## config.mk

```make
export PLATFORM = sky130hd
export DESIGN_NAME = registers_multiport
export DESIGN_NICKNAME = d
export VERILOG_FILES = /design/src/rtl/registers_multiport_pkg.sv /design/src/rtl/registers_multiport_register_scoreboard.sv /design/src/rtl/registers_multiport.sv
export SDC_FILE = /design/constraint.sdc
export NUM_CORES = 2
export LEC_CHECK = 0
export BUFFER_PORTS_ARGS = -buffer_cell sky130_fd_sc_hd__buf_2
export CORE_MARGIN = 2
export CORE_UTILIZATION = 40
export CTS_CLUSTER_DIAMETER = 120
export DETAILED_ROUTE_END_ITERATION = 7
export PLACE_DENSITY = 0.65
export SLEW_MARGIN = 10
export SYNTH_ARGS = -nofsm -noshare
export SYNTH_HDL_FRONTEND = slang
export SYNTH_SLANG_ARGS = --single-unit
export TNS_END_PERCENT = 50
```

## constraint.sdc

```tcl
create_clock -name clock -period 5.89 [get_ports clock]
set_input_delay 0.589 -clock clock [delete_from_list [all_inputs] [get_ports clock]]
set_output_delay 0.589 -clock clock [all_outputs]
set_load 0.02 [all_outputs]
```

## src/rtl/registers_multiport_pkg.sv

```systemverilog
// Shared definitions for the multiport register file: default widths, the
// word/tag types and the write-port bundle.
package registers_multiport_pkg;

  localparam int DEF_DATA_WIDTH = 32;
  localparam int DEF_NUM_REGS   = 32;
  localparam int DEF_TAG_WIDTH  = $clog2(DEF_NUM_REGS);
  localparam int ZERO_REG       = 0;

  typedef logic [DEF_DATA_WIDTH-1:0] word_t;
  typedef logic [DEF_TAG_WIDTH-1:0]  tag_t;
  typedef logic [DEF_TAG_WIDTH-1:0]  word_address_t;

  typedef struct packed {
    logic  write_enable;
    tag_t  write_tag;
    word_t write_value;
  } write_port_t;

endpackage

```

## src/rtl/registers_multiport_register_scoreboard.sv

```systemverilog
// Per-register busy scoreboard: set at issue, cleared at writeback or flush,
// with writeback bypass on the read_busy outputs.
module register_scoreboard
  import registers_multiport_pkg::*;
#(
  parameter int NUM_REGS  = 32,
  parameter int NUM_READ  = 2,
  parameter int NUM_WRITE = 2,
  parameter int TAG_WIDTH = $clog2(NUM_REGS)
) (
  input  logic                                 clock,
  input  logic                                 reset,
  input  logic                                 issue_enable,
  input  logic [TAG_WIDTH-1:0]                 issue_tag,
  input  logic                                 flush,
  input  logic [NUM_WRITE-1:0]                 write_enable,
  input  logic [NUM_WRITE-1:0][TAG_WIDTH-1:0]  write_tag,
  input  logic [NUM_READ-1:0][TAG_WIDTH-1:0]   read_tag,
  output logic [NUM_READ-1:0]                  read_busy
);

  logic [NUM_REGS-1:0] busy_q, busy_d;

  // Later assignments override earlier ones: writeback < issue < flush.
  always_comb begin
    busy_d = busy_q;
    for (int w = 0; w < NUM_WRITE; w++)
      if (write_enable[w] && write_tag[w] != TAG_WIDTH'(ZERO_REG))
        busy_d[write_tag[w]] = 1'b0;
    if (issue_enable && issue_tag != TAG_WIDTH'(ZERO_REG))
      busy_d[issue_tag] = 1'b1;
    if (flush)
      busy_d = '0;
    busy_d[0] = 1'b0;
  end

  always_ff @(posedge clock or negedge reset) begin
    if (!reset) busy_q <= '0;
    else        busy_q <= busy_d;
  end

  for (genvar p = 0; p < NUM_READ; p++) begin : g_rd
    logic wr_hit, iss_hit;
    always_comb begin
      wr_hit = 1'b0;
      for (int w = 0; w < NUM_WRITE; w++)
        if (write_enable[w] && write_tag[w] == read_tag[p]) wr_hit = 1'b1;
      iss_hit = issue_enable && issue_tag == read_tag[p];
      if (read_tag[p] == TAG_WIDTH'(ZERO_REG)) read_busy[p] = 1'b0;
      else read_busy[p] = busy_q[read_tag[p]] && !(wr_hit && !iss_hit);
    end
  end

endmodule

```

## src/rtl/registers_multiport.sv

```systemverilog
// Multiport architectural register file: NUM_WRITE prioritised write ports,
// NUM_READ combinational read ports with same-cycle write bypass.
module registers_multiport
  import registers_multiport_pkg::*;
#(
  parameter int DATA_WIDTH = 32,
  parameter int NUM_REGS   = 32,
  parameter int NUM_READ   = 2,
  parameter int NUM_WRITE  = 2,
  localparam int TAG_WIDTH = $clog2(NUM_REGS)
) (
  input  logic                                 clock,
  input  logic                                 reset,
  input  logic [NUM_READ-1:0][TAG_WIDTH-1:0]   read_tag,
  output logic [NUM_READ-1:0][DATA_WIDTH-1:0]  read_value,
  output logic [NUM_READ-1:0]                  read_busy,
  input  logic [NUM_WRITE-1:0]                 write_enable,
  input  logic [NUM_WRITE-1:0][TAG_WIDTH-1:0]  write_tag,
  input  logic [NUM_WRITE-1:0][DATA_WIDTH-1:0] write_value,
  input  logic                                 issue_enable,
  input  logic [TAG_WIDTH-1:0]                 issue_tag,
  input  logic                                 flush
);

  logic [NUM_REGS-1:0][DATA_WIDTH-1:0] regs_q, regs_d;

  // Ascending scan so the highest-index port lands last and wins.
  always_comb begin
    regs_d = regs_q;
    for (int w = 0; w < NUM_WRITE; w++)
      if (write_enable[w] && write_tag[w] != TAG_WIDTH'(ZERO_REG))
        regs_d[write_tag[w]] = write_value[w];
    regs_d[0] = '0;
  end

  always_ff @(posedge clock or negedge reset) begin
    if (!reset) regs_q <= '0;
    else        regs_q <= regs_d;
  end

  for (genvar p = 0; p < NUM_READ; p++) begin : g_rd
    always_comb begin
      read_value[p] = regs_q[read_tag[p]];
      for (int w = 0; w < NUM_WRITE; w++)
        if (write_enable[w] && write_tag[w] == read_tag[p])
          read_value[p] = write_value[w];
      if (read_tag[p] == TAG_WIDTH'(ZERO_REG)) read_value[p] = '0;
    end
  end

  register_scoreboard #(
    .NUM_REGS  (NUM_REGS),
    .NUM_READ  (NUM_READ),
    .NUM_WRITE (NUM_WRITE),
    .TAG_WIDTH (TAG_WIDTH)
  ) u_sb (
    .clock        (clock),
    .reset        (reset),
    .issue_enable (issue_enable),
    .issue_tag    (issue_tag),
    .flush        (flush),
    .write_enable (write_enable),
    .write_tag    (write_tag),
    .read_tag     (read_tag),
    .read_busy    (read_busy)
  );

endmodule

```

==> qor.csv <==
stage;metric;value;unit
logic_synthesis;Synth Area in Compound Gates;15.2;%
logic_synthesis;Post-synth EDFFs;0;
floorplan;core area;0.165;mm2
timing;unrepaired setup endpoints after global routing;no;
logic_synthesis;ys async rst share;100;%
critical_path;crit path DAT;4.58;ns
outcome;status;complete, but fails checks;
timing;final worst path period need;5.17;ns
drt;routed wire length;271000;um
drt;ANT nets after route;0;
critical_path;flop2flop setup slack;4.84;ns
clocking;CTS hold repair buffers;1;
drt;DRC violations left;24;
pwr;Cell Pwr Density;335;mW/mm2
clocking;post-CTS setup repair buffer count;0;
place;Port Buffers;160;
logic_synthesis;register area share after synthesis;38.5;%
grt;final global-route overflow total;0;
logic_synthesis;Post-Synth XOR/XNOR Area;0.396;%
logic_synthesis;largest family of logic cells by synthesized area;multiplexers;
min_path;Hold WC Path Type;input pin to register;
logic_synthesis;Synth Area in Adders;0;%
clocking;post-CTS sizing;0;
min_path;end of the worst hold path;u_sb.busy_q[29]$_DFF_PN0_;
timing;period utilization;87.8;%
logic_synthesis;YS warnings;0;
drt;drt initial violations;9711;
logic_synthesis;Synth Flop Type;dfrtp_1;
grt;initial antenna violation count;19;
clocking;clk slew on worst S/H paths;0.07;ns
logic_synthesis;Cell variety after synth;68;
timing;final setup skew;0;ns
logic_synthesis;Net Count, Synth;6543;
layout;P&R area growth vs syn;7.71;%
drt;First-pass DRT Iterations;8;
grt;total track usage;31.1;%
pwr;leak pwr;31.3;nW
floorplan;# rows;149;
logic_synthesis;top cell type's share of synthesized area;38.5;%
drt;DR WL/cell;32.7;um
floorplan;Die Y;411;um
place;Post-DP Area;0.0678;mm2
place;GPL Wtd Cong;0.950;
logic_synthesis;cell with the most instances after synthesis;mux2i_1;
critical_path;Worst Setup End Kind;output pin;
timing;# setup viols final;0;
critical_path;CP Class;input pin to output pin;
clocking;Clock Tree Root;clkbuf_16;
timing;setup tns final;0;ns
logic_synthesis;Post-synth top cells;mux2i_1 (1054), dfrtp_1 (1023), nand2_1 (628);
min_path;min-delay src;issue_tag[2];
place;Final HPWL DP;156000;um
critical_path;CP max FO;67;
logic_synthesis;synthesized area per cell;10.3;um2
grt;number of global-route vias before repair;53700;
clocking;clock buffer depth;3;
layout;final net count;6103;
layout;share of layout cells above drive strength 1;18.0;%
timing;fin. max-slew vios;0;
min_path;hold depth;3;
critical_path;r2r worst-path depth;2;
drt;vias post-DR;56500;
clocking;# H-tree levels;3;
timing;worst-margin pin slew;1.26;ns
logic_synthesis;dominant cell type by area after synthesis;dfrtp_1;
critical_path;startpoint types;input pin;
clocking;Num CTS Buffers;108;
floorplan;die area;0.169;mm2
logic_synthesis;Synth Area in Simple Gates;8.51;%
logic_synthesis;Synth area leaders;dfrtp_1 (39%), mux2i_1 (16%), mux4_2 (14%);
timing;Final Hold Violating Endpoints;0;
floorplan;Die W;411;um
floorplan;IO Pins;161;
logic_synthesis;Syn Inst Count;6448;
timing;fmax;0.193;GHz
logic_synthesis;Mapped Area;0.0664;mm2
timing;Rel. slew slack;16.1;%
clocking;latest clock arrival within the worst-skew pair;0.76;ns
critical_path;RR Startpoint;u_sb.busy_q[11]$_DFF_PN0_;
critical_path;CP required;5.30;ns
grt;largest net degree at the start of global routing;146;
drt;vias per cell;6.81;
clocking;clk sinks;1023;
outcome;failing checks;DRC;
layout;fin area;0.0715;mm2
job;Max Cap Violations;0;
logic_synthesis;Seq cells post-synth;1023;
logic_synthesis;mux cell area share after synthesis;31.4;%
pwr;worst vdd ir;0.246;mV
grt;first-pass GRT wire length;387000;um
clocking;CTS tree;done;
floorplan;Starting Density;40.3;%
critical_path;FF-to-FF End;u_sb.busy_q[11]$_DFF_PN0_;
[routing by layer]
metal  GRT usage (%)  up-vias  wire length [um]  share of wire (%)
li1                -    22800                 -                  -
met1            39.8    28000             97200                 36
met2            45.3     4655            116000                 43
met3            10.3     1022             39000                 14
met4            18.8       14             18700                6.9
met5           0.622        -               232              0.086
[worst max path at each step]
stage | cells after the start | startpoint | endpoint | slack [ns]
6_report | 7 | read_tag[7] | read_value[39] | 0.72
2_1_floorplan | 7 | read_tag[5] | read_value[62] | 2.86
4_1_cts | 6 | read_tag[7] | read_value[36] | 1.13
3_5_place_dp | 6 | read_tag[7] | read_value[36] | 1.12
5_1_grt | 7 | read_tag[7] | read_value[39] | 0.88
3_3_place_gp | 6 | read_tag[7] | read_value[36] | 1.16
[state kept, by name (all words and copies together), names as in the netlist]
| name | count |
|---|---|
| regs_q | 992 |
| u_sb.busy_q | 31 |
[cell usage in the layout, fill, tap and decap left out, types with 13 or more instances in the layout]
cell type,n
dfrtp_1,1023
o21ai_1,20
clkinv_2,28
nand2_4,18
xor2_1,16
clkbuf_16,109
nor2_4,19
and2_1,19
mux2i_1,1054
a22o_1,45
nor2_1,603
a21o_1,17
buf_12,19
mux2_2,75
clkbuf_8,25
o22a_1,16
xnor2_1,14
buf_2,152
a32oi_1,35
o32ai_2,30
a22oi_1,174
nand2_1,599
o22ai_1,13
a32o_1,14
mux4_2,421
nor2b_1,15
a311oi_1,14
nand3b_1,13
clkbuf_1,19
o21a_1,16
o221ai_1,38
o21ai_0,473
a21oi_1,542
buf_4,121
a2bb2oi_1,39
nor3_1,14
a221oi_1,59
o32ai_1,34
[logic make-up after synthesis]
kind of cell	count (synthesis)
multiplexers	1550
AO/OA/AOI/OAI	1601
XOR/XNOR	30
flip-flops	1023
AND/OR/NAND/NOR	1393
buffers and inverters	851
[report_power, final]
| group | switching (mW) | internal, mW | total (mW) | leakage (nW) |
|---|---|---|---|---|
| sequential | 1.51 | 8.85 | 10.4 | 12.5 |
| combinational | 3.16 | 3.21 | 6.37 | 16.9 |
| clock | 3.15 | 4.11 | 7.27 | 1.84 |
[through the flow]
stage / setup slack, ns / std cells / utilization (%) / power [mW] / hold WS, ns
after floorplan: 2.86 / 6448 / - / 14.6 / 0.293
after global placement: 1.16 / 8086 / 41.1 / 16.3 / 0.530
after detailed placement: 1.12 / 8086 / 41.1 / 16.6 / 0.548
after CTS: 1.13 / 8285 / 43.3 / 23.8 / 0.204
after global routing: 0.882 / 8292 / 43.4 / 24.8 / 0.246
final: 0.719 / 8295 / 43.4 / 24.0 / 0.231
[worst max-delay path: stages]
cell and delay [ns]:
buf_8 0.49, or2_2 0.65, or4_1 0.24, nand3_2 0.75, buf_4 0.52, o32ai_1 0.89
buf_2 0.31
[final cells by class]
cell class	instances	area [um2]
flip-flops and latches	1023	25600
clock inverters	45	531
clock buffers	153	3140
diodes	10	25.0
multi-input cells	4574	37300
repair buffers	299	2150
fillers	15400	93400
well taps	2189	2740
inverters	2	10.0
Power figures use the tool's default switching activity.
